===== config.mk =====
export PLATFORM = sky130hd
export DESIGN_NAME = ps2_frame_rx
export DESIGN_NICKNAME = d
export VERILOG_FILES = /design/src/rtl/ps2_pkg.sv /design/src/rtl/ps2_sync_edge.sv /design/src/rtl/ps2_frame_rx.sv
export SDC_FILE = /design/constraint.sdc
export NUM_CORES = 1
export LEC_CHECK = 0
export ABC_CLOCK_PERIOD_IN_PS = 5300
export BUFFER_PORTS_ARGS = -buffer_cell sky130_fd_sc_hd__buf_4
export CORE_UTILIZATION = 48
export DETAILED_ROUTE_END_ITERATION = 12
export GPL_ROUTABILITY_DRIVEN = 0
export PLACE_DENSITY = 0.66
export REMOVE_ABC_BUFFERS = 1
export SLEW_MARGIN = 30
export SYNTH_ARGS = -nofsm -noshare
export SYNTH_HDL_FRONTEND = slang
export SYNTH_SLANG_ARGS = --single-unit

===== constraint.sdc =====
create_clock -name Clk -period 5.3 [get_ports Clk]
set_input_delay 0.265 -clock Clk [delete_from_list [all_inputs] [get_ports Clk]]
set_output_delay 0.265 -clock Clk [all_outputs]
set_load 0.01 [all_outputs]

===== src/rtl/ps2_pkg.sv =====
// Shared types, constants and helpers for the PS/2 receive path.
package ps2_pkg;

  typedef enum logic [1:0] {
    IDLE   = 2'd0,
    DATA   = 2'd1,
    PARITY = 2'd2,
    STOP   = 2'd3
  } ps2_rx_state_t;

  localparam int PS2_DATA_BITS  = 8;
  localparam int PS2_FRAME_BITS = 11;

  // True when the 8 data bits plus the parity bit hold an odd number of ones.
  function automatic logic odd_parity_ok(input logic [7:0] data, input logic par);
    return ^{data, par};
  endfunction

endpackage


===== src/rtl/ps2_sync_edge.sv =====
// Brings the asynchronous PS/2 pins into the Clk domain and reports psClk
// falling edges as a single-cycle pulse.
// Optional macro PS2_RX_GLITCH_FILTER_EN: adds a FILT_LEN-sample stability
// filter on the synchronized clock level before edge detection.
module ps2_sync_edge #(
  parameter int FILT_LEN = 8
) (
  input  logic i_clk,
  input  logic i_rst_n,
  input  logic i_ps_clk,
  input  logic i_ps_dat,
  output logic o_dat,
  output logic o_fall
);

  if (FILT_LEN < 2 || FILT_LEN > 32) begin : g_bad_filt_len
    $error("FILT_LEN must be within 2..32");
  end

  logic r_clk_m, r_clk_s;
  logic r_dat_m, r_dat_s;
  logic r_prev;
  logic w_lvl;

  // Two-flop synchronizers for both pins; idle bus level is high.
  always_ff @(posedge i_clk or negedge i_rst_n) begin
    if (!i_rst_n) begin
      r_clk_m <= 1'b1;
      r_clk_s <= 1'b1;
      r_dat_m <= 1'b1;
      r_dat_s <= 1'b1;
    end else begin
      r_clk_m <= i_ps_clk;
      r_clk_s <= r_clk_m;
      r_dat_m <= i_ps_dat;
      r_dat_s <= r_dat_m;
    end
  end

`ifdef PS2_RX_GLITCH_FILTER_EN
  localparam int FCW = $clog2(FILT_LEN);

  logic           r_filt;
  logic [FCW-1:0] r_fcnt;

  // Filtered level follows the input only after FILT_LEN consecutive
  // samples at the new level; any return to the old level restarts the count.
  always_ff @(posedge i_clk or negedge i_rst_n) begin
    if (!i_rst_n) begin
      r_filt <= 1'b1;
      r_fcnt <= '0;
    end else if (r_clk_s == r_filt) begin
      r_fcnt <= '0;
    end else if (r_fcnt == FCW'(FILT_LEN - 1)) begin
      r_filt <= r_clk_s;
      r_fcnt <= '0;
    end else begin
      r_fcnt <= r_fcnt + FCW'(1);
    end
  end

  assign w_lvl = r_filt;
`else
  assign w_lvl = r_clk_s;
`endif

  // Previous clock level, used to spot the high-to-low transition.
  always_ff @(posedge i_clk or negedge i_rst_n) begin
    if (!i_rst_n) r_prev <= 1'b1;
    else          r_prev <= w_lvl;
  end

  assign o_fall = r_prev & ~w_lvl;
  assign o_dat  = r_dat_s;

endmodule


===== src/rtl/ps2_frame_rx.sv =====
// PS/2 device-to-host frame receiver: start, 8 data bits LSB first, odd
// parity, stop. Emits one registered strobe per frame (good byte, parity
// error or framing/timeout error) and discards bad frames.
// Optional macro PS2_RX_GLITCH_FILTER_EN enables the psClk glitch filter
// inside ps2_sync_edge.
module ps2_frame_rx
  import ps2_pkg::*;
#(
  parameter int TIMEOUT_CYC = 10000,
  parameter int FILT_LEN    = 8
) (
  input  logic       Clk,
  input  logic       Reset,
  input  logic       psClk,
  input  logic       psData,
  output logic [7:0] rx_data,
  output logic       rx_valid,
  output logic       rx_err_parity,
  output logic       rx_err_frame,
  output logic       busy
);

  localparam int TW = $clog2(TIMEOUT_CYC);

  if (TIMEOUT_CYC < 16) begin : g_bad_timeout
    $error("TIMEOUT_CYC must be at least 16");
  end

  logic w_fall, w_dat;

  ps2_sync_edge #(.FILT_LEN(FILT_LEN)) u_sync (
    .i_clk   (Clk),
    .i_rst_n (Reset),
    .i_ps_clk(psClk),
    .i_ps_dat(psData),
    .o_dat   (w_dat),
    .o_fall  (w_fall)
  );

  ps2_rx_state_t r_state, w_state_nxt;
  logic [7:0]    r_shift, r_data;
  logic [2:0]    r_bitcnt;
  logic          r_par;
  logic [TW-1:0] r_tcnt;
  logic          r_valid, r_perr, r_ferr, r_busy;
  logic          w_valid_nxt, w_perr_nxt, w_ferr_nxt;
  logic          w_timeout;

  // A stalled frame expires only if no edge arrives in the expiring cycle.
  assign w_timeout = (r_state != IDLE) && !w_fall && (r_tcnt == TW'(TIMEOUT_CYC - 1));

  // State register.
  always_ff @(posedge Clk or negedge Reset) begin
    if (!Reset) r_state <= IDLE;
    else        r_state <= w_state_nxt;
  end

  // Next-state and frame verdict; stop=0 outranks a parity failure.
  always_comb begin
    w_state_nxt = r_state;
    w_valid_nxt = 1'b0;
    w_perr_nxt  = 1'b0;
    w_ferr_nxt  = 1'b0;
    case (r_state)
      IDLE:   if (w_fall && !w_dat) w_state_nxt = DATA;
      DATA:   if (w_fall && r_bitcnt == 3'(PS2_DATA_BITS - 1)) w_state_nxt = PARITY;
      PARITY: if (w_fall) w_state_nxt = STOP;
      STOP: begin
        if (w_fall) begin
          w_state_nxt = IDLE;
          if (!w_dat)                          w_ferr_nxt  = 1'b1;
          else if (odd_parity_ok(r_shift, r_par)) w_valid_nxt = 1'b1;
          else                                 w_perr_nxt  = 1'b1;
        end
      end
      default: w_state_nxt = IDLE;
    endcase
    if (w_timeout) begin
      w_state_nxt = IDLE;
      w_ferr_nxt  = 1'b1;
    end
  end

  // Shift register, bit counter, parity latch and output byte.
  always_ff @(posedge Clk or negedge Reset) begin
    if (!Reset) begin
      r_shift  <= '0;
      r_bitcnt <= '0;
      r_par    <= 1'b0;
      r_data   <= '0;
    end else begin
      if (r_state == IDLE && w_fall && !w_dat) begin
        r_bitcnt <= '0;
      end else if (r_state == DATA && w_fall) begin
        r_shift  <= {w_dat, r_shift[7:1]};
        r_bitcnt <= r_bitcnt + 3'd1;
      end
      if (r_state == PARITY && w_fall) r_par <= w_dat;
      if (w_valid_nxt) r_data <= r_shift;
    end
  end

  // Inter-edge timeout counter: idle or any edge clears it.
  always_ff @(posedge Clk or negedge Reset) begin
    if (!Reset)                                      r_tcnt <= '0;
    else if (r_state == IDLE || w_fall || w_timeout) r_tcnt <= '0;
    else                                             r_tcnt <= r_tcnt + TW'(1);
  end

  // Registered single-cycle strobes and busy flag.
  always_ff @(posedge Clk or negedge Reset) begin
    if (!Reset) begin
      r_valid <= 1'b0;
      r_perr  <= 1'b0;
      r_ferr  <= 1'b0;
      r_busy  <= 1'b0;
    end else begin
      r_valid <= w_valid_nxt;
      r_perr  <= w_perr_nxt;
      r_ferr  <= w_ferr_nxt;
      r_busy  <= (w_state_nxt != IDLE);
    end
  end

  assign rx_data       = r_data;
  assign rx_valid      = r_valid;
  assign rx_err_parity = r_perr;
  assign rx_err_frame  = r_ferr;
  assign busy          = r_busy;

endmodule

# After elaboration in Yosys (flattened, before gate mapping)
# Cells that the tools add are included.
# op_classes
n_eq_ne	5
n_mux	21
reduce_logical	18
addsub	2
bitwise_logic	3
# ops
cell	n
14-bit by 1-bit adder with 14-bit output, second input constant	1
14-bit == test, second input constant	1
14-bit two-way mux	1
1-bit two-way mux	12
2-bit two-way mux	5
9-bit parity	1
1-bit logical AND	8
2-bit case mux with 4 select lines	1
3-bit two-way mux	2
2-bit nonzero test	3
2-bit == test, second input constant	2
3-bit by 1-bit adder with 3-bit output, second input constant	1
3-bit == test, second input constant	1
2-bit by 1-bit == test with 1-bit output, second input constant	1
1-bit zero test	2
2-bit zero test	1
1-bit logical OR	2
1-bit inverter	2
2-bit AND reduction	1
1-bit bitwise AND	1
# word_totals
out_inout_bits	12
wordCells	64
register_bits	45
inputBits	4

# Depth between registers and ports, before layout
# Gate-level depths: netlist of the first run.
# depth
ltp_word	7
mapped_depth	6
mapped_depth_nobuf	6

# By module
# Synthesis of the first run repeated with hierarchy kept, for this count alone.
# hier_totals
cells_unflattened	177
hier_area_um2	1941.9
# by_module_without_submodules
module	seq_area_each_um2	cells_each	area_per_inst_um2	instances
ps2_frame_rx	1001.0	171	1796.7	1
ps2_sync_edge	131.4	6	145.1	1

# Worst setup path before layout of the first run
# No wires, ideal clock.
# synth_timing
path_type	register -> register
from	register r_shift[2]
to	register r_data[0] (netlist: rx_data[0])
path_stages_with_launch	6
setup_ps	125
setup_slack_ps	3450
arrival_time_ps	1725
cell_sequence	dfrtp_1 xnor2_1 xnor2_1 xnor2_2 mux2i_4 mux2_2
# synth_via
elab_chain_len	5
# synth_lines
element	line	text
from (decl)	ps2_frame_rx.sv:41	logic [7:0] r_shift, r_data;
from (signal assigned)	ps2_frame_rx.sv:95	r_shift <= {w_dat, r_shift[7:1]};
9-bit parity	ps2_pkg.sv:16	return ^{data, par};
1-bit two-way mux	ps2_frame_rx.sv:72	else if (odd_parity_ok(r_shift, r_par)) w_valid_nxt = 1'b1;
1-bit two-way mux	ps2_frame_rx.sv:71	if (!w_dat) w_ferr_nxt = 1'b1;
1-bit two-way mux	ps2_frame_rx.sv:69	if (w_fall) begin
1-bit two-way mux	ps2_frame_rx.sv:64	case (r_state)
via w_valid_nxt	ps2_frame_rx.sv:46	logic w_valid_nxt, w_perr_nxt, w_ferr_nxt;
to (signal assigned)	ps2_frame_rx.sv:99	if (w_valid_nxt) r_data <= r_shift;
to (decl)	ps2_frame_rx.sv:41	
# The timed path passes the listed nets, and every way through them passes these cells.
# A chain may end at the register's enable or synchronous reset.

# Worst setup path in the final report of the first run
# layout_timing
from	register u_sync.r_prev
to	register r_shift[0]
# layout_via
elab_chain_len	5
word_cells_on_any_way	6
# layout_lines
element	line	text
from (decl)	ps2_sync_edge.sv:22	logic r_prev;
from (signal assigned)	ps2_sync_edge.sv:70	else r_prev <= w_lvl;
1-bit bitwise AND *	ps2_sync_edge.sv:73	assign o_fall = r_prev & ~w_lvl;
1-bit logical AND (2 in series)	ps2_frame_rx.sv:92	if (r_state == IDLE && w_fall && !w_dat) begin
1-bit inverter (no line)	-	
2-bit AND reduction (no line) *	-	
# Mark *: on every way between the ends. The rest lies on a longest branch, timed or not.

==> results of run 1 <==
-- cells in the final DEF (no fill, tap or decap), drive strengths merged, types with 2 or more instances in the layout --
cell type and instances:
xor2 8, nor2 22, nand3 8, a21oi 3, o21ai 6, dfrtp 40, nand4 5, clkbuf 7
a22o 2, nor4b 2, xnor2 12, inv 4, mux2 16, dfstp 5, nand2 8, and3 3
buf 15, ha 3, nand2b 2
-- routing by layer --
layer  track usage  up-vias
met5             0        -
met4         0.122        0
met3        0.0434        5
met2         0.249       29
met1         0.249      624
li1              -      591
-- registers in the layout (all words and copies together) (netlist names) --
signal	cells
r_tcnt	14
u_sync.r_dat_m	1
rx_err_frame	1
busy	1
r_state	2
u_sync.r_clk_s	1
u_sync.r_prev	1
r_shift	8
rx_data	8
u_sync.r_clk_m	1
r_bitcnt	3
r_par	1
rx_valid	1
rx_err_parity	1
u_sync.o_dat	1
-- final cells by class --
type                    instances  area (µm²)  share of cell area
clock buffers                   7        96.3              0.0437
clock inverters                 1        5.00             0.00227
inverters                       4        15.0             0.00680
multi-input cells             108         776               0.351
flip-flops and latches         45        1130               0.513
well taps                      48        60.1              0.0272
repair buffers                 16         123              0.0556
-- power by group through the flow --
| stage | combinational (mW) | sequential (mW) | clock (mW) |
|---|---|---|---|
| 3_3_place_gp | 0.350 | 0.489 | 0 |
| 4_1_cts | 0.362 | 0.488 | 0.238 |
| 5_1_grt | 0.394 | 0.501 | 0.252 |
| 3_5_place_dp | 0.360 | 0.494 | 0 |
| 2_1_floorplan | 0.288 | 0.483 | 0 |
| 6_report | 0.356 | 0.489 | 0.230 |
-- stage by stage --
stage                     utilization  instance area, µm²
after detailed placement        0.556                2100
after CTS                       0.585                2210
final                           0.585                2210
after floorplan                     -                1920
after global placement          0.556                2100
after global routing            0.585                2210
-- worst max-delay path, stage by stage (launching register included) --
cell and delay [ps]:
dfstp_2 530, nor2b_1 250, nand2_1 140, nor2_1 650, mux2_2 420
-- timing repair --
action,CTS,global route
setup endpoints to repair,0,0
hold endpoints to repair,40,0
hold buffers,1,0
-- cells by family after synthesis --
logic type      count (synthesis)  synth area share
compound gates                 15            0.0491
buf+inv                         8            0.0155
flops                          45             0.584
fa+ha+maj                       3            0.0194
simple gates                   53             0.133
xor+xnor                       20            0.0943
mux                            17             0.105
-- worst paths after layout --
check	startpoint	endpoint	slack (ps)	cells past startpoint
max	u_sync.r_prev$_DFF_PN1_	r_shift[0]$_DFFE_PN0P_	3200	4
min	psData	u_sync.r_dat_m$_DFF_PN1_	70	1
max reg2reg	u_sync.r_prev$_DFF_PN1_	r_shift[0]$_DFFE_PN0P_	3200	4
min reg2reg	u_sync.r_clk_m$_DFF_PN1_	u_sync.r_clk_s$_DFF_PN1_	360	0
max in group asynchronous	Reset	u_sync.r_prev$_DFF_PN1_	4420	2
min in group asynchronous	Reset	rx_err_parity$_DFF_PN0_	500	2
==> impl_results.md, run 1 <==
- Status: finished, final reports clean
- CP Launch Type: register
- Final setup violation count: 0
- Io pins: 16
- Final min period: between 2000 and 2500 ps
- #FFs+latches synth: 45
- Num Clock Sinks: 45
- Post-cts gate resize count: 0
- Mapped Cells: between 150 and 200
- Placed instance count: 220
- Top-count cell post-synth: dfrtp_1
- Hpwl dp: between 2 and 2.5 mm
- Reg clk slew, reported paths: 80 ps
- Combinational power share: 0.331
- # port buffers: 15
- Crit end category: register
- Total negative slack: 0 ps
- Setup Skew: 7.15 ps
- Initial DRT Pass Iterations: 4
- Fillers: 313
- CTS max path bufs: 2
- Num CTS Buffers: 5
- Number of synthesized flops with an enable pin: 0
- Setup repair bufs after CTS: 0
- Worst Tran Pin Value: 835 ps
- Average size of a mapped cell: 12.0 µm²
- Synth unique cells: 28
- Share of cells above drive strength 1: 0.254
- Residual DRC: 0
- Max Used Layer: met4
- Net switching power: about 0.35 mW
- Die W: about 66 µm
- Layout Cells excl Fill: 229
- Vias per cell: 5.45
- Final worst slack: 3200 ps
- Main flop type after synthesis: dfrtp_1
- Worst slack, placed: between 3000 and 4000 ps
- Critical Path AT: 2290 ps
- PwrDens: ~500 nW/µm²
- Initial Utilization: 0.514
- Met2 Wirelength: 1.43 mm
- Die height: approximately 66 µm
- Total Routing Usage GR: 0.180
- DR vias: 1,249
- Post-synth top area cell: dfrtp_1
- P&R area growth vs syn: 13.9%
- Kind of critical path: register to register
- Sequential cell area fraction in the yosys report: 0.584
- Core Area: about 3800 µm²
- First DRT Iteration DRCs: roughly 130
- Syn Std Cell Area: 1940 µm²
- Crit Path Max Fanout: 12
- Clock power frac: 0.214
- Reg power frac: 0.455
- Synth Warn #: 0
- Leak pwr: between 1 and 1.5 nW
- Clock root cell: clkbuf_8
- Share of the synthesized area in the top cell type: 0.516
- Share of flip-flops with an asynchronous set or reset: 1.00
- Post-DR wirelength/cell: 13.9 µm
- Number of global-route vias before repair: 1,206
- Worst min path class: input port to register
- Number of diodes: 0
- H-tree Lvls: 2
- Final period util: 0.396
- Routed WL: 3.18 mm
- Gr ovfl total: 0
- Max-cap violation count: 0
- FP Rows: 22
- Post-layout net count: 187
- Largest net degree at the start of global routing: 46
- Synth area leaders: dfrtp_1 52%, mux2_2 9.3%, dfstp_2 6.8%
- First-pass GRT wire length: 5.66 mm
- ANT nets after route: 0
- Total chip power: around 1.1 mW
- RSZ-0062 raised after global routing: no
- CP required: 5490 ps
- Relative slew slack: 0.441
- Commonest cells in the netlist: 40 x dfrtp_1, 22 x nor2_1, 16 x mux2_2, 11 x xnor2_1
- Peak supply drop: 0.260 mV
- Max-slew violations: 0
- Initial antenna violation count: 0
- Achievable frequency: 0.476 GHz
- Switching Fraction: 0.324
- Die footprint: 4300 µm²
- Metal-1 WL: 1.57 mm
- Hold Violations, Final: 0
- TritonCTS clock tree: yes
- Worst-Skew Late Latency: 300 ps
- Routed length on met3: 109 µm
- Final hold slack: 66.4 ps
- Pint: around 0.73 mW
(Power assumes the default switching activity.)
==> run 2, diff against run 1 <==
--- a/config.mk
+++ b/config.mk
@@ -5,12 +5,13 @@
 export SDC_FILE = /design/constraint.sdc
 export NUM_CORES = 1
 export LEC_CHECK = 0
-export ABC_CLOCK_PERIOD_IN_PS = 5300
+export ABC_AREA = 1
+export ABC_CLOCK_PERIOD_IN_PS = 1710
 export BUFFER_PORTS_ARGS = -buffer_cell sky130_fd_sc_hd__buf_4
 export CORE_UTILIZATION = 48
 export DETAILED_ROUTE_END_ITERATION = 12
 export GPL_ROUTABILITY_DRIVEN = 0
-export PLACE_DENSITY = 0.66
+export PLACE_DENSITY = 0.69
 export REMOVE_ABC_BUFFERS = 1
 export SLEW_MARGIN = 30
 export SYNTH_ARGS = -nofsm -noshare
==> constraint.sdc (replaced) <==
create_clock -name Clk -period 1.71 [get_ports Clk]
set_input_delay 0.0855 -clock Clk [delete_from_list [all_inputs] [get_ports Clk]]
set_output_delay 0.0855 -clock Clk [all_outputs]
set_load 0.01 [all_outputs]
==> run 2 against run 1 <==
Clock power rose to 3.6 times the previous value. Cell count rose by 41%. Die area rose by 7.8%. Utilization rose by 0.93 points. Worst setup slack got worse by 3000 ps. Design area rose by 10%. Power rose to 3.3 times the previous value. Largest cell class unchanged. First-iteration DRC count fell by 39%. Non-clock buffer count rose by 5. Clock skew fell by 2.6 ps. Hold slack improved by 260 ps. Area after synthesis rose by 8.1%.
==> impl_results.md, run 2 <==
- Worst min path class: input port to asynchronous set/reset pin
- First-pass GRT wire length: 6.27 mm (+11%)
- Die footprint: 4630 µm² (+7.8%)
- Final hold slack: 325 ps (+259 ps)
- Initial antenna violation count: 0 (unchanged)
- P&R area growth vs syn: 16.0%
- Pint: 2.20 mW (+200%)
- Number of global-route vias before repair: 1,423 (+18%)
- Largest family of logic cells by synthesized area: simple AND/OR/NAND/NOR gates
- Post-synth top area cell: dfrtp_1
- FP Rows: 23 (+4.5%)
- Crit Path Max Fanout: 6 (-6)
- Vias per cell: 4.99 (-8.6%)
- Total negative slack: 0 ps (unchanged)
- Most common cell after layout, fill and taps aside: nand2_1
- Final period util: 0.891 (+0.494)
- Die W: 68.1 µm (+3.8%)
- Worst-Skew Late Latency: 290 ps (about the same)
- TritonCTS clock tree: yes
- Hpwl dp: 2.75 mm (+29%)
- #FFs+latches synth: 45 (unchanged)
- Reg power frac: 0.415 (-0.040)
- Simple-Gate Fraction of Synth Area: 0.307 (+0.174)
- Combinational power share: 0.356 (+0.025)
- PwrDens: 1470 nW/µm² (+200%)
- Worst Tran Pin Value: 560 ps (-275 ps)
- Total chip power: 3.58 mW (+230%)
- Gr ovfl total: 0 (unchanged)
- Number of synthesized flops with an enable pin: 0 (unchanged)
- Kind of critical path: register to register
- Num CTS Buffers: 5 (unchanged)
- Crit end category: register
- Total Routing Usage GR: 0.183 (+0.00262)
- Final min period: 1520 ps (-578 ps)
- Routed WL: 3.86 mm (+21%)
- Commonest cells in the netlist: 72 x nand2_1, 40 x dfrtp_1, 27 x inv_1, 23 x nand3_1, 19 x nor2_1
- Initial Utilization: 0.513 (-0.00138)
- Max-slew violations: 0 (unchanged)
- Average size of a mapped cell: 8.51 µm² (-29%)
- Clock power frac: 0.229 (+0.015)
- Synth area leaders: dfrtp_1 48%, nand2_1 13%, dfstp_2 6.3%
- Post-layout net count: 279 (+49%)
- Critical Path AT: 1760 ps (-530 ps)
- Register-to-register setup slack: 190 ps (-3010 ps)
- Clock root cell: clkbuf_8
- Peak supply drop: 0.843 mV (+220%)
- Syn Std Cell Area: 2090 µm² (+8.1%)
- CP peak stage delay: 520 ps (-130 ps)
- Relative slew slack: 0.627 (+0.186)
- Crit path cell chain: inv_1, nor2_4, inv_1, nor3_4, buf_4, nand3_1, nand2_1
- # port buffers: 15 (unchanged)
- Reg with most FFs: r_tcnt
- Worst r2r src: u_sync.r_prev$_DFF_PN1_
- DR vias: 1,611 (+29%)
- Share of flip-flops with an asynchronous set or reset: 1.00 (unchanged)
- Io pins: 16 (unchanged)
- Synth Area in Compound Gates: 0.0717 (+0.0226)
- Leak pwr: 1.25 nW (+23%)
- Storage cell area: 1130 µm² (unchanged)
- Reg2reg end: rx_data[6]$_DFFE_PN0P_
- Max-cap violation count: 0 (unchanged)
- Crit-path most repeated cell: inv_1
- Post-Synth XOR/XNOR Area: 0.00836 (-0.0859)
- Mux cell area share after synthesis: 0 (-0.105)
- Achievable frequency: 0.657 GHz (+38%)
- Top-count cell post-synth: nand2_1
- CP Launch Type: register
- Status: finished, final reports clean
- CP required: 1940 ps (-3550 ps)
- Largest net degree at the start of global routing: 46 (unchanged)
- Mapped Cells: 246 (+53%)
- Routed length on met3: 142 µm (+30%)
- Area of the multi-input gates: 848 µm² (+9.4%)
- H-tree Lvls: 2 (unchanged)
- Post-DR wirelength/cell: 11.9 µm (-14%)
- Post-Route Utilization: 0.595 (+0.00934)
- Post-synthesis adder-cell area fraction: 0.0179 (-0.00145)
- Residual DRC: 0 (unchanged)
- Share of the synthesized area in the top cell type: 0.478 (-0.0386)
- Met2 Wirelength: 1.77 mm (+23%)
- RSZ-0062 raised after global routing: no
- Max Used Layer: met4
- Max reg flops: 14 (unchanged)
- Share of cells above drive strength 1: 0.165 (-0.0893)
- Metal-1 WL: 1.91 mm (+21%)
- Core Area: 4090 µm² (+8.4%)
- Net switching power: 1.38 mW (+300%)
- Reg clk slew, reported paths: 80 ps (about the same)
- FF-to-FF path depth: 7 (+3)
- Sequential cell area fraction in the yosys report: 0.541 (-0.0436)
- Number of diodes: 0 (unchanged)
- Synth Warn #: 0 (unchanged)
- Setup Skew: 4.54 ps (-2.61 ps)
- Die height: 68.1 µm (+3.8%)
- Initial DRT Pass Iterations: 4 (unchanged)
- Switching Fraction: 0.385 (+0.0612)
- CP max-delay cell: dfstp_2
- Final setup violation count: 0 (unchanged)
- Synth unique cells: 28 (unchanged)
- Commonest cells after routing, fill and taps aside: 72 x nand2_1, 40 x dfrtp_1, 27 x inv_1
- ANT nets after route: 0 (unchanged)
- Main flop type after synthesis: dfrtp_1
- First DRT Iteration DRCs: 81 (-39%)
- Num Clock Sinks: 45 (unchanged)
- Fillers: 363 (+16%)
- Hold Violations, Final: 0 (unchanged)
- Post-cts gate resize count: 0 (unchanged)
- CTS max path bufs: 2 (unchanged)
run 2: cell types whose count changed in the layout (fill, tap and decap cells not counted), sizes merged, moves of 3 or more:
cell and change:
nand2 +70, inv +24, nand3 +19, mux2 -16, o21ai +11, xnor2 -11, a21oi +7, xor2 -7
nor3 +5, and3 -3, buf +3
run 2: layer usage:
metal	vias up	GRT usage
li1	843	-
met1	743	0.245
met2	21	0.289
met3	4	0.0467
met4	0	0.0573
met5	-	0
run 2: cells by family (layout without fill, tap and decap cells):
family,count (synthesis),count (layout)
AND/OR/NAND/NOR,137,137
flip-flops,45,45
buffers and inverters,30,57
AO/OA/AOI/OAI,29,29
adder cells (fa/ha/maj),3,3
XOR/XNOR,2,2
run 2: critical path: cells and delay by family, from the launching register on:
kind                   cells  cell delay (ps)
AND/OR/NAND/NOR            4              570
flip-flops                 1              520
buffers and inverters      3              380
run 2: what timing repair did:
| action | CTS | global route |
|---|---|---|
| hold endpoints to repair | 42 | 0 |
| buffers inserted | 0 | 0 |
| endpoints found under the setup margin | 0 | 0 |
| hold buffers | 3 | 0 |
run 2: how the worst max path moves through the flow:
stage	cells past startpoint	startpoint	slack [ps]	end
CTS	7	u_sync.r_prev$_DFF_PN1_	180	rx_data[6]$_DFFE_PN0P_
global route	8	r_tcnt[0]$_DFF_PN0_	60	r_tcnt[12]$_DFF_PN0_
detailed placement	7	u_sync.r_prev$_DFF_PN1_	190	rx_data[6]$_DFFE_PN0P_
global placement	7	u_sync.r_prev$_DFF_PN1_	240	rx_data[4]$_DFFE_PN0P_
finish	7	u_sync.r_prev$_DFF_PN1_	190	rx_data[6]$_DFFE_PN0P_
floorplan	7	u_sync.r_prev$_DFF_PN1_	290	rx_data[0]$_DFFE_PN0P_
run 2: final cells by class:
type,instances,share of cell area
sequential,45,0.466
multi-input combinational,171,0.349
timing repair buffer,21,0.0680
inverter,28,0.0433
clock buffer,7,0.0355
tap,50,0.0257
clock inverter,1,0.0124
run 2: power by group through the flow:
| stage | sequential, mW | combinational [mW] | clock, mW |
|---|---|---|---|
| after floorplan | 1.46 | 0.986 | 0 |
| after global placement | 1.49 | 1.24 | 0 |
| after detailed placement | 1.50 | 1.28 | 0 |
| after CTS | 1.48 | 1.29 | 0.846 |
| after global routing | 1.51 | 1.45 | 0.889 |
| final | 1.48 | 1.27 | 0.820 |
run 2: stage by stage:
stage / worst slack [ps] / area, µm² / std cells
6_report: 187 / 2430 / 323
5_1_grt: 56.0 / 2430 / 323
4_1_cts: 176 / 2430 / 323
3_5_place_dp: 188 / 2280 / 312
3_3_place_gp: 239 / 2280 / 312
2_1_floorplan: 292 / 2090 / 244
==> run 3, diff against run 2 <==
--- a/config.mk
+++ b/config.mk
@@ -8,10 +8,11 @@
 export ABC_AREA = 1
 export ABC_CLOCK_PERIOD_IN_PS = 1710
 export BUFFER_PORTS_ARGS = -buffer_cell sky130_fd_sc_hd__buf_4
-export CORE_UTILIZATION = 48
+export CORE_UTILIZATION = 53
 export DETAILED_ROUTE_END_ITERATION = 12
 export GPL_ROUTABILITY_DRIVEN = 0
-export PLACE_DENSITY = 0.69
+export HOLD_SLACK_MARGIN = 0.12
+export PLACE_DENSITY = 0.74
 export REMOVE_ABC_BUFFERS = 1
 export SLEW_MARGIN = 30
 export SYNTH_ARGS = -nofsm -noshare
==> run 3 against run 2 <==
Clock-buffer cell count shrank 1. Die area shrank 9.2%. Maximum frequency grew 1.9%. Design area shrank 1.8%. Worst setup slack gained 29 ps. Critical path depth is the same. Non-clock buffer count shrank 1. Sequential share of layout area grew 0.86 points. Critical endpoint unchanged. Largest cell class unchanged. Largest power group unchanged.
==> impl_results.md, run 3 (same netlist as run 2, synthesis figures left out) <==
- Post-Route Utilization: 0.642 (+0.0475)
- Final worst slack: 216 ps (+28.9 ps)
- Final instance area: 2390 µm² (-1.8%)
- Total Routing Usage GR: 0.197 (+0.0135)
- Max-slew violations: 0 (unchanged)
- Residual DRC: 0 (unchanged)
- Switching Fraction: 0.400 (+0.0152)
- Placed cell areas: 2270 µm² (-0.44%)
- Clock root cell: clkbuf_8
- Achievable frequency: 0.669 GHz (+1.9%)
- Net switching power: 1.33 mW (-3.4%)
- Clock power frac: 0.184 (-0.045)
- Die height: 64.9 µm (-4.7%)
- Commonest cells after routing, fill and taps aside: 72 x nand2_1, 40 x dfrtp_1, 26 x inv_1
- FP Rows: 22 (-4.3%)
- Crit end category: register
- Worst slack, placed: 182 ps (-6.16 ps)
- Gr ovfl total: 0 (unchanged)
- DR vias: 1,611 (unchanged)
- Worst-Skew Late Latency: 290 ps (about the same)
- Number of diodes: 0 (unchanged)
- CP max-delay cell: dfstp_2
- CP Launch Type: register
- Final min period: 1490 ps (-28.9 ps)
- TritonCTS clock tree: yes
- PwrDens: 1390 nW/µm² (-5.3%)
- Kind of critical path: register to register
- FF-to-FF path depth: 7 (unchanged)
- Status: finished, final reports clean
- Hold Violations, Final: 0 (unchanged)
- P&R area growth vs syn: 13.9%
- RSZ-0062 raised after global routing: no
- Vias per cell: 5.03 (+0.94%)
- Setup Skew: 2.33 ps (-2.21 ps)
- # port buffers: 15 (unchanged)
- Share of cells above drive strength 1: 0.165 (+0.000606)
- Final setup violation count: 0 (unchanged)
- H-tree Lvls: 2 (unchanged)
- Max-cap violation count: 0 (unchanged)
- Reg with most FFs: r_tcnt
- Largest net degree at the start of global routing: 46 (unchanged)
- Delay-heaviest family, CP: simple AND/OR/NAND/NOR gates
- CP peak stage delay: 520 ps (about the same)
- Initial DRT Pass Iterations: 4 (unchanged)
- Post-DR wirelength/cell: 10.9 µm (-8.5%)
- Reg clk slew, reported paths: 80 ps (about the same)
- Max reg flops: 14 (unchanged)
- Reg power frac: 0.446 (+0.031)
- Num Clock Sinks: 45 (unchanged)
- Total number of cells along the worst setup path: 7 (unchanged)
- CTS max path bufs: 2 (unchanged)
- Crit path cell chain: inv_1, nor2_4, inv_1, nor3_4, buf_4, nand3_1, nand2_1
- First DRT Iteration DRCs: 143 (+77%)
- Die W: 64.9 µm (-4.7%)
- Num CTS Buffers: 5 (unchanged)
- Leak pwr: 1.23 nW (-1.6%)
- Crit Path Max Fanout: 6 (unchanged)
- Final period util: 0.874 (-0.0169)
- First-pass GRT wire length: 6.22 mm (-0.89%)
- Total negative slack: 0 ps (unchanged)
- Pint: 1.99 mW (-9.3%)
- Hpwl dp: 2.50 mm (-9.3%)
- Post-layout net count: 278 (-0.36%)
- Most common cell after layout, fill and taps aside: nand2_1
- Core Area: 3720 µm² (-9.1%)
- Crit path buf inv count: 3 (unchanged)
- Critical Path AT: 1730 ps (-30 ps)
- CP required: 1940 ps (about the same)
- Relative slew slack: 0.638 (+0.0109)
- Routed WL: 3.50 mm (-9.4%)
- Setup repair bufs after CTS: 0 (unchanged)
- ANT nets after route: 0 (unchanged)
- Number of global-route vias before repair: 1,422 (-0.070%)
- Worst Tran Pin Value: 543 ps (-16.4 ps)
- Die footprint: 4210 µm² (-9.2%)
- Worst min path class: input port to asynchronous set/reset pin
- Initial Utilization: 0.564 (+0.0511)
- Initial antenna violation count: 0 (unchanged)
- Peak supply drop: 0.744 mV (-12%)
- Crit-path most repeated cell: inv_1
- Combinational power share: 0.370 (+0.014)
- Io pins: 16 (unchanged)
==> run 3: changes by cell type in the layout (fill, tap and decap cells not counted) <==
cell,change
buf_4,-1
clkbuf_8,-1
inv_2,+1
bufinv_16,-1
inv_1,-1
clkinv_2,+2
==> run 3: layout make-up <==
class                           count  area, µm²
Fill cell                         316       1330
Sequential cell                    45       1130
Multi-Input combinational cell    171        848
Timing Repair Buffer               20        158
Inverter                           28        105
Clock buffer                        6       72.6
Tap cell                           48       60.1
Clock inverter                      2       10.0
==> run 3: worst reg2reg max path: stages, from the launching register on <==
cell and delay, ps:
dfstp_2 520, inv_1 50, nor2_4 130, inv_1 110
nor3_4 260, buf_4 200, nand3_1 90, nand2_1 70
==> run 3: worst paths after layout <==
check / from / endpoint / slack (ps)
worst max-delay path: u_sync.r_prev$_DFF_PN1_ / rx_data[6]$_DFFE_PN0P_ / 220
worst min-delay path: Reset / r_tcnt[4]$_DFF_PN0_ / 320
worst max register to register: u_sync.r_prev$_DFF_PN1_ / rx_data[6]$_DFFE_PN0P_ / 220
worst min register to register: u_sync.r_clk_m$_DFF_PN1_ / u_sync.r_clk_s$_DFF_PN1_ / 360
max in group asynchronous: Reset / u_sync.r_clk_m$_DFF_PN1_ / 1010
min in group Clk: u_sync.r_clk_m$_DFF_PN1_ / u_sync.r_clk_s$_DFF_PN1_ / 360
==> run 3: repair_timing <==
| action | 4_1_cts | 5_1_grt |
|---|---|---|
| endpoints found under the setup margin | 0 | 1 |
| gates resized for setup | 0 | 1 |
| hold endpoints to repair | 42 | 0 |
| hold buffers | 3 | 0 |
==> run 3: metrics by stage <==
step / power [mW] / instances / hold slack, ps
4_1_cts: 3.36 / 320 / 334
3_3_place_gp: 2.70 / 309 / 112
5_1_grt: 3.62 / 320 / 365
6_report: 3.32 / 320 / 324
2_1_floorplan: 2.45 / 244 / -210
3_5_place_dp: 2.73 / 309 / 111
==> run 3: routing by layer <==
metal  wire, µm  GRT usage  up-vias  part of all wire
met1       1830      0.264      744              0.52
li1           -          -      843                 -
met3         99     0.0528        6             0.028
met5          0          0        -                 0
met2       1510      0.298       18              0.43
met4         64     0.0833        0             0.018
==> run 3: power by group through the flow <==
| stage | clock network [mW] | registers (mW) | logic [mW] |
|---|---|---|---|
| 5_1_grt | 0.684 | 1.52 | 1.41 |
| 4_1_cts | 0.639 | 1.48 | 1.24 |
| 2_1_floorplan | 0 | 1.46 | 0.986 |
| 6_report | 0.610 | 1.48 | 1.23 |
| 3_3_place_gp | 0 | 1.50 | 1.21 |
| 3_5_place_dp | 0 | 1.50 | 1.23 |
